### config.mk
export PLATFORM = sky130hd
export DESIGN_NAME = compar_search
export DESIGN_NICKNAME = d
export VERILOG_FILES = /design/src/rtl/compar_search_pkg.sv /design/src/rtl/compar_search.sv
export SDC_FILE = /design/constraint.sdc
export NUM_CORES = 1
export LEC_CHECK = 0
export ABC_CLOCK_PERIOD_IN_PS = 4600
export CAP_MARGIN = 0
export CORE_ASPECT_RATIO = 1.2
export CORE_MARGIN = 5
export CORE_UTILIZATION = 50
export DETAILED_ROUTE_END_ITERATION = 10
export PLACE_DENSITY = 0.74
export SYNTH_ARGS = -nofsm -noshare
export SYNTH_HDL_FRONTEND = slang
export SYNTH_SLANG_ARGS = --single-unit
### constraint.sdc
create_clock -name clk -period 4.6 [get_ports clk]
set_input_delay 0.46 -clock clk [delete_from_list [all_inputs] [get_ports clk]]
set_output_delay 0.46 -clock clk [all_outputs]
set_load 0.005 [all_outputs]
### src/rtl/compar_search_pkg.sv
// Shared types and constants for the compar_search binary-search controller.
// Contents:
//   state_t  - controller states (IDLE, PROBE, DONE)
//   FLAG_*   - legal one-hot comparator flag vectors, ordered {y1, y2, y3}
package compar_search_pkg;

  typedef enum logic [1:0] {
    IDLE  = 2'd0,
    PROBE = 2'd1,
    DONE  = 2'd2
  } state_t;

  // {y1, y2, y3} = {a > b, a == b, a < b}
  localparam logic [2:0] FLAG_GT = 3'b100;
  localparam logic [2:0] FLAG_EQ = 3'b010;
  localparam logic [2:0] FLAG_LT = 3'b001;

endpackage

### src/rtl/compar_search.sv
// Binary-search initiator for the magnitude comparator: drives a probe value
// on the comparator's a input and narrows [lo, hi] from the y1/y2/y3 flags
// until the value on b is located or the range is exhausted.
// Ports:
//   clk, rst           - clock, synchronous active-high reset
//   start              - begin a new search (honoured only in IDLE)
//   guess              - current probe value (comparator a)
//   y1, y2, y3         - comparator flags a>b, a==b, a<b
//   busy               - high while probing
//   done               - one-cycle pulse when a search ends
//   found, err, result - outcome, held until the next accepted start
//   steps              - probes issued in the last or current search
module compar_search
  import compar_search_pkg::*;
#(
  parameter int unsigned W  = 3,
  parameter int unsigned SW = $clog2(W + 2)
) (
  input  logic          clk,
  input  logic          rst,
  input  logic          start,
  output logic [W-1:0]  guess,
  input  logic          y1,
  input  logic          y2,
  input  logic          y3,
  output logic          busy,
  output logic          done,
  output logic          found,
  output logic          err,
  output logic [W-1:0]  result,
  output logic [SW-1:0] steps
);

  localparam logic [W-1:0]  MAX_VAL   = {W{1'b1}};
  localparam logic [W-1:0]  FIRST_MID = MAX_VAL >> 1;
  localparam logic [SW-1:0] STEPS_MAX = {SW{1'b1}};

  state_t        state, state_d;
  logic [W-1:0]  lo, hi, lo_d, hi_d;
  logic [W-1:0]  guess_d, result_d;
  logic [SW-1:0] steps_d;
  logic          busy_d, done_d, found_d, err_d;

  logic [2:0]    flags;
  logic [W:0]    sum_dn, sum_up;
  logic [W-1:0]  mid_dn, mid_up;

  assign flags = {y1, y2, y3};

  // Midpoints of the shrunken ranges, summed one bit wider so they never overflow.
  assign sum_dn = (W+1)'(lo) + (W+1)'(guess) - (W+1)'(1);
  assign sum_up = (W+1)'(guess) + (W+1)'(1) + (W+1)'(hi);
  assign mid_dn = W'(sum_dn >> 1);
  assign mid_up = W'(sum_up >> 1);

  // State and datapath registers.
  always_ff @(posedge clk) begin
    if (rst) begin
      state  <= IDLE;
      lo     <= '0;
      hi     <= '0;
      guess  <= '0;
      busy   <= 1'b0;
      done   <= 1'b0;
      found  <= 1'b0;
      err    <= 1'b0;
      result <= '0;
      steps  <= '0;
    end else begin
      state  <= state_d;
      lo     <= lo_d;
      hi     <= hi_d;
      guess  <= guess_d;
      busy   <= busy_d;
      done   <= done_d;
      found  <= found_d;
      err    <= err_d;
      result <= result_d;
      steps  <= steps_d;
    end
  end

  // Next-state and next-output logic.
  always_comb begin
    state_d  = state;
    lo_d     = lo;
    hi_d     = hi;
    guess_d  = guess;
    busy_d   = busy;
    done_d   = 1'b0;
    found_d  = found;
    err_d    = err;
    result_d = result;
    steps_d  = steps;

    case (state)
      IDLE: begin
        if (start) begin
          state_d  = PROBE;
          lo_d     = '0;
          hi_d     = MAX_VAL;
          guess_d  = FIRST_MID;
          steps_d  = '0;
          found_d  = 1'b0;
          err_d    = 1'b0;
          result_d = '0;
          busy_d   = 1'b1;
        end
      end

      PROBE: begin
        // Saturating count: the search ends within W+1 probes anyway.
        steps_d = (steps == STEPS_MAX) ? steps : steps + SW'(1);

        if ((flags != FLAG_GT) && (flags != FLAG_EQ) && (flags != FLAG_LT)) begin
          err_d   = 1'b1;
          found_d = 1'b0;
          busy_d  = 1'b0;
          state_d = DONE;
        end else if (flags == FLAG_EQ) begin
          found_d  = 1'b1;
          result_d = guess;
          busy_d   = 1'b0;
          state_d  = DONE;
        end else if (flags == FLAG_GT) begin
          // Target lies below the probe; an empty lower half means not found.
          if (guess == lo) begin
            found_d = 1'b0;
            busy_d  = 1'b0;
            state_d = DONE;
          end else begin
            hi_d    = guess - W'(1);
            guess_d = mid_dn;
          end
        end else begin
          // Target lies above the probe; an empty upper half means not found.
          if (guess == hi) begin
            found_d = 1'b0;
            busy_d  = 1'b0;
            state_d = DONE;
          end else begin
            lo_d    = guess + W'(1);
            guess_d = mid_up;
          end
        end
      end

      DONE: begin
        done_d  = 1'b1;
        busy_d  = 1'b0;
        state_d = IDLE;
      end

      default: begin
        state_d = IDLE;
      end
    endcase
  end

endmodule

==> results of run 1 <==
layout make-up:
class	count	share of cell area [%]
clock buffers	3	1.39
repair buffers	18	11.1
well taps	34	2.62
flip-flops and latches	21	25.9
clock inverters	1	0.309
multi-input cells	113	54.7
inverters	17	3.94
where the power goes:
| part | total [W] | internal, W | switching [W] |
|---|---|---|---|
| clock network | 0.0000896 | 0.0000325 | 0.0000572 |
| logic | 0.000375 | 0.000168 | 0.000206 |
| registers | 0.000241 | 0.000212 | 0.0000292 |
| total | 0.000705 | 0.000413 | 0.000293 |
critical path, stage by stage, from the launching register on:
cell	delay, ns
dfxtp_1	0.36
inv_1	0.13
ha_1	0.70
mux2i_1	0.34
a211oi_4	0.40
o21ai_4	0.13
a2111oi_2	0.35
a211oi_1	0.09
metrics by stage:
| step | cells | worst slack, ns | util [%] |
|---|---|---|---|
| 3_5_place_dp | 203 | 2.00 | 58.3 |
| 5_1_grt | 207 | 1.65 | 59.3 |
| 3_3_place_gp | 203 | 2.11 | 58.3 |
| 2_1_floorplan | 155 | 2.55 | - |
| 6_report | 207 | 1.95 | 59.3 |
| 4_1_cts | 207 | 1.98 | 59.3 |
worst min path at each step:
stage	from	end	slack [ns]	depth (start not counted)
final	lo[1]	lo[1]	0.46	2
after global routing	lo[1]	lo[1]	0.50	2
after CTS	lo[1]	lo[1]	0.47	2
after detailed placement	lo[1]	lo[1]	0.45	2
after global placement	hi[2]	hi[2]	0.45	2
after floorplan	hi[2]	hi[2]	0.44	2
registers in the layout, indices dropped and copies added, names as in the netlist:
register	count
steps	3
found	1
guess	3
result	3
err	1
done	1
lo	3
state	2
busy	1
hi	3
routing by layer:
layer | track usage, % | vias to the layer above | wire (um)
met3 | 2.68 | 4 | 108
met1 | 18.6 | 527 | 1240
met4 | 4.35 | 0 | 26
met2 | 30.5 | 24 | 1550
li1 | - | 578 | -
met5 | 0 | - | 0
layout by cell type (no fill, tap or decap), drive strengths merged, types with 2 or more instances in the layout:
cell | synthesis | layout
a221oi | 2 | 2
dfxtp | 21 | 21
nor2b | 4 | 4
inv | 17 | 17
clkdlybuf4s50 | 0 | 18
mux2i | 6 | 6
nand3 | 3 | 3
nand2 | 8 | 8
a21oi | 16 | 16
clkbuf | 4 | 3
nor2 | 11 | 11
fa | 2 | 2
o21ai | 5 | 5
ha | 17 | 17
a211oi | 4 | 4
nor3 | 5 | 5
xnor2 | 4 | 4
nand2b | 6 | 6
cells by family (layout without fill, tap and decap cells):
| kind of cell | after synthesis | in the layout | share of synthesized area (%) |
|---|---|---|---|
| flip-flops | 21 | 21 | 30.3 |
| buffers and inverters | 21 | 39 | 5.69 |
| XOR/XNOR | 5 | 5 | 3.16 |
| AND/OR/NAND/NOR | 44 | 44 | 16.6 |
| multiplexers | 7 | 7 | 5.14 |
| AO/OA/AOI/OAI | 38 | 38 | 20.9 |
| adder cells (fa/ha/maj) | 19 | 19 | 18.2 |
==> impl_results.md, run 1 <==
* Post-layout min period at 2.65 ns
* Synthesis-to-finish area growth at 17.0%
* CP Class: register to register
* Vias in the first global route at about 1100
* CTS Buffer Depth at 2
* RSZ-0062 raised after global routing: no
* H-tree depth at 1
* Placed inst area at 1590 um2
* EDFF count, synth at 0
* First-pass GRT wire length at approximately 4.9 mm
* Avg Inst Size Synth at a little under 9 um2
* # DRC at 0
* Largest net degree at the start of global routing at 24
* N_diodes at 0
* Gr ovfl total at 0
* Num CTS Buffers at 3
* Max cap viols at 0
* FF-to-FF Start: state[1]
* Worst hold slack at around 0.46 ns
* CTS Sinks at 21
* HPWL Detailed at ~2.3 mm
* Layout cell share with drive strength beyond 1 at under 10%
* Synth Flop Type: dfxtp_1
* CTS root buf: clkbuf_4
* Req. time, crit path at roughly 4.8 ns
* Seq/Total Area, Yosys at between 30 and 40%
* CTS Hold Buffers Added at 0
* Mapped Cells at between 150 and 200
* FFs w/ async S/R, synth at 0%
* CTS clk-pin slew, worst paths at between 0.1 and 0.15 ns
* Register bit total from synthesis at 21
* Crit end category: register
* Most frequent cells after synthesis: 21 x dfxtp_1, 17 x ha_1, 16 x a21oi_1, 16 x inv_1, 11 x nor2_1
* CTS resizes at 0
* R2R Path End: guess[0]
* Die Area at 3930 um2
* WL final at about 2.9 mm
* Register area at 420 um2
* Multi-input logic area at about 900 um2
* Leakage at ~0.64 nW
* Clk_skew at 0.00176 ns
* CP Launch Type: register
* Yosys warns at 0
* CORE AREA at about 2700 um2
* Via-to-Cell Ratio at 5.47
* Filler Cells Inserted at ~260
* Antenna Nets Post-Route at 0
* Post-CTS setup buffer count at 0
* CTS tree: yes
* Max Clock Freq at roughly 0.38 GHz
* GPL Wtd Cong at roughly 0.8
* Setup TNS at 0 ns
* Fin area at roughly 1600 um2
* Hold Path Class: register to register
* Worst slew pin tran at 0.805 ns
* Site row count at 21
* # setup viols final at 0
* Crit. Startpoint: state[1]
* Initial Utilization at approximately half
* Mapped Area at 1390 um2
* Critical Path AT at about 2.8 ns
* Rel. slew slack at between 40% and 50%
* Pins Over Slew Limit at 0
* Unique masters post-synth at 41
* Crit Path Max Fanout at 23
* R2r setup slk at around 1.9 ns
* Critical path destination: guess[0]
* Hold Violations, Final at 0
* Synth area leader: dfxtp_1
* Total power at between 0.0007 and 0.0008 W
* Ports at 19
* Final period utilization at 57.6%
* Synth top area share at between 30 and 40%
* Pre-antenna DRT Iters at 4
* Post-synth net total at 180
* Port Buffer Count at 18
* Status: completed
* Routed length per instance at ~14 um
* GRT Overall Usage at 16.2%
* Die width at slightly below 60 um
* DR iter-0 viols at 26
* Nets at 199
* Max VDD drop at between 0.0002 and 0.0003 V
* Initial antenna violation count at 0
* Most numerous cell in the Yosys netlist: dfxtp_1
* Vias at around 1100
* Synth top area cells: dfxtp_1 30%, ha_1 15%, a21oi_1 5.8%, mux2i_1 4.3%, inv_1 4.3%
* Power Density at ~440 nW/um2
* Height of the die at 67.7 um
* Worst skew pair latency at approximately 0.30 ns
* Cells on worst reg2reg path at 7
Note: power is estimated with default switching activity, not from simulation.
==> inputs of run 2 (changes only) <==
--- a/config.mk
+++ b/config.mk
@@ -5,13 +5,13 @@
 export SDC_FILE = /design/constraint.sdc
 export NUM_CORES = 1
 export LEC_CHECK = 0
-export ABC_CLOCK_PERIOD_IN_PS = 4600
+export ABC_CLOCK_PERIOD_IN_PS = 2200
 export CAP_MARGIN = 0
 export CORE_ASPECT_RATIO = 1.2
 export CORE_MARGIN = 5
-export CORE_UTILIZATION = 50
+export CORE_UTILIZATION = 49
 export DETAILED_ROUTE_END_ITERATION = 10
-export PLACE_DENSITY = 0.74
+export PLACE_DENSITY = 0.75
 export SYNTH_ARGS = -nofsm -noshare
 export SYNTH_HDL_FRONTEND = slang
 export SYNTH_SLANG_ARGS = --single-unit
==> constraint.sdc (replaced) <==
create_clock -name clk -period 2.2 [get_ports clk]
set_input_delay 0.22 -clock clk [delete_from_list [all_inputs] [get_ports clk]]
set_output_delay 0.22 -clock clk [all_outputs]
set_load 0.005 [all_outputs]
==> run 2 against run 1 <==
Worst hold slack better by 0.0067 ns. Die area grew 1.7%. Sequential power rose by 100%. Largest power group unchanged. Worst setup slack worse by 1.8 ns. Critical path type unchanged. Clock power is 110% higher. Register-to-register slack lost 1.8 ns. Count of clock-buffer cells in the layout unchanged. Combinational power rose by 130%. Maximum frequency is 28% higher. Via count increased by 6.5%.
==> impl_results.md, run 2 (same netlist as run 1, synthesis figures left out) <==
* Layout cell share with drive strength beyond 1 at 13.3% (+5.7 points)
* Crit. Startpoint: guess[1]
* Commonest cells after routing, fill and taps aside: 21 x dfxtp_1, 18 x clkdlybuf4s50_1, 17 x ha_1
* Num CTS Buffers at 3 (unchanged)
* CP Launch Type: register
* Rel. slew slack at 45.5% (-0.83 points)
* Height of the die at 68.3 um (+0.86%)
* Status: completed
* # DRC at 0 (unchanged)
* Gr ovfl total at 0 (unchanged)
* Post-layout min period at 2.07 ns (-0.583 ns)
* FF-to-FF Start: guess[1]
* CTS Buffer Depth at 2 (unchanged)
* Net Sw Frac at 41.1% (-0.46 points)
* Fin area at 1690 um2 (+4.5%)
* Seq pwr share at 31.7% (-2.5 points)
* Antenna Nets Post-Route at 0 (unchanged)
* CTS Sinks at 21 (unchanged)
* Most common cell after layout, fill and taps aside: dfxtp_1
* Port Buffer Count at 18 (unchanged)
* Worst slew pin tran at 0.815 ns (+0.00987 ns)
* Crit Path Max Fanout at 3 (-87%)
* Placed inst area at 1650 um2 (+3.8%)
* Req. time, crit path at 2.36 ns (-2.41 ns)
* Final critical-path setup slack at 0.132 ns (-1.82 ns)
* Vias in the first global route at 1173 (+5.9%)
* R2r setup slk at 0.13 ns (-1.82 ns)
* Combinational share of power at 56.2% (+3.1 points)
* Pins Over Slew Limit at 0 (unchanged)
* CTS clk-pin slew, worst paths at 0.12 ns (about the same)
* Setup TNS at 0 ns (unchanged)
* CTS root buf: clkbuf_4
* Initial antenna violation count at 0 (unchanged)
* R2R Path End: guess[1]
* Site row count at 21 (unchanged)
* Crit end category: register
* HPWL Detailed at 2.32 mm (about the same)
* Initial Utilization at 50.2% (-0.48 points)
* Switching Power at 0.000637 W (+120%)
* Critical Path AT at 2.23 ns (-0.59 ns)
* DR iter-0 viols at 24 (-7.7%)
* Ports at 19 (unchanged)
* CP Class: register to register
* Post-CTS setup buffer count at 0 (unchanged)
* Vias at 1207 (+6.5%)
* Max cap viols at 0 (unchanged)
* Final period utilization at 94.0% (+36 points)
* Power Density at 916 nW/um2 (+110%)
* Routed length per instance at 14.0 um (-0.65%)
* Cells on worst reg2reg path at 8 (+1)
* Leakage at 0.682 nW (+6.0%)
* GRT Overall Usage at 16.1% (-0.068 points)
* Die width at 58.6 um (+0.84%)
* GPL Wtd Cong at 0.862 (+5.1%)
* Worst skew pair latency at 0.30 ns (about the same)
* Register area at 420 um2 (unchanged)
* Die Area at 4000 um2 (+1.7%)
* Nets at 207 (+4.0%)
* Critical path destination: guess[1]
* RSZ-0062 raised after global routing: no
* WL final at 3.01 mm (+3.2%)
* H-tree depth at 1 (unchanged)
* Hold Path Class: register to register
* Max Clock Freq at 0.484 GHz (+28%)
* Hold Violations, Final at 0 (unchanged)
* First-pass GRT wire length at 5.04 mm (+2.4%)
* Max VDD drop at 0.000666 V (+160%)
* Synthesis-to-finish area growth at 22.2%
* Multi-input logic area at 900 um2 (+1.4%)
* CORE AREA at 2760 um2 (+0.96%)
* CTS tree: yes
* Pre-antenna DRT Iters at 4 (unchanged)
* Clk pwr share at 12.1% (-0.6 points)
* # setup viols final at 0 (unchanged)
* Clk_skew at 0.00539 ns (+0.00363 ns)
* Pre-CTS WS at 0.0767 ns (-1.92 ns)
* Pint at 0.000915 W (+120%)
* Filler Cells Inserted at 256 (-2.7%)
* N_diodes at 0 (unchanged)
* Largest net degree at the start of global routing at 22 (-8.3%)
* Via-to-Cell Ratio at 5.61 (+2.6%)
==> run 2: power by group through the flow <==
stage               Combinational [W]  Clock, W  Sequential [W]
finish                       0.000872  0.000188        0.000491
global route                 0.000972  0.000212        0.000502
CTS                          0.000851  0.000200        0.000492
detailed placement           0.000844         0        0.000501
global placement             0.000818         0        0.000497
floorplan                    0.000569         0        0.000502
==> run 2: worst min path at each step <==
| stage | to | start | slack (ns) | cells after the start |
|---|---|---|---|---|
| global placement | lo[1] | lo[1] | 0.45 | 2 |
| detailed placement | lo[1] | lo[1] | 0.45 | 2 |
| global route | lo[1] | lo[1] | 0.50 | 2 |
| finish | lo[1] | lo[1] | 0.47 | 2 |
| floorplan | done | rst | 0.29 | 1 |
| CTS | lo[1] | lo[1] | 0.47 | 2 |
==> run 2: area by class of cell <==
| class | instances | area share (%) |
|---|---|---|
| clock buffers | 3 | 1.33 |
| clock inverters | 1 | 0.295 |
| inverters | 17 | 3.77 |
| multi-input cells | 113 | 53.1 |
| flip-flops and latches | 21 | 24.8 |
| well taps | 34 | 2.51 |
| repair buffers | 26 | 14.2 |
==> run 2: critical path, cell delays in order (launching register included) <==
cell,delay [ns]
dfxtp_1,0.34
inv_1,0.07
ha_1,0.32
inv_1,0.06
ha_1,0.21
fa_1,0.44
mux2_2,0.27
nor3_1,0.15
a211oi_1,0.07
==> run 2: routing by layer <==
layer	global-route usage (%)	up-vias	part of all wire, %
met1	19.0	583	44
met3	2.26	8	2.6
met5	0	-	0
met2	28.8	21	51
li1	-	595	-
met4	6.96	0	2.1
==> run 2: through the flow <==
step	util (%)	total power, W	hold slack [ns]	cells
after floorplan	-	0.00107	0.292	155
after global placement	60.0	0.00131	0.446	211
after detailed placement	60.0	0.00135	0.452	211
after CTS	61.0	0.00154	0.470	215
after global routing	61.4	0.00169	0.502	215
final	61.4	0.00155	0.471	215
==> run 2: timing repair <==
action | CTS | global route
hold endpoints to repair | 0 | 0
endpoints found under the setup margin | 0 | 7
hold buffers | 0 | 0
gates resized for setup | 0 | 3
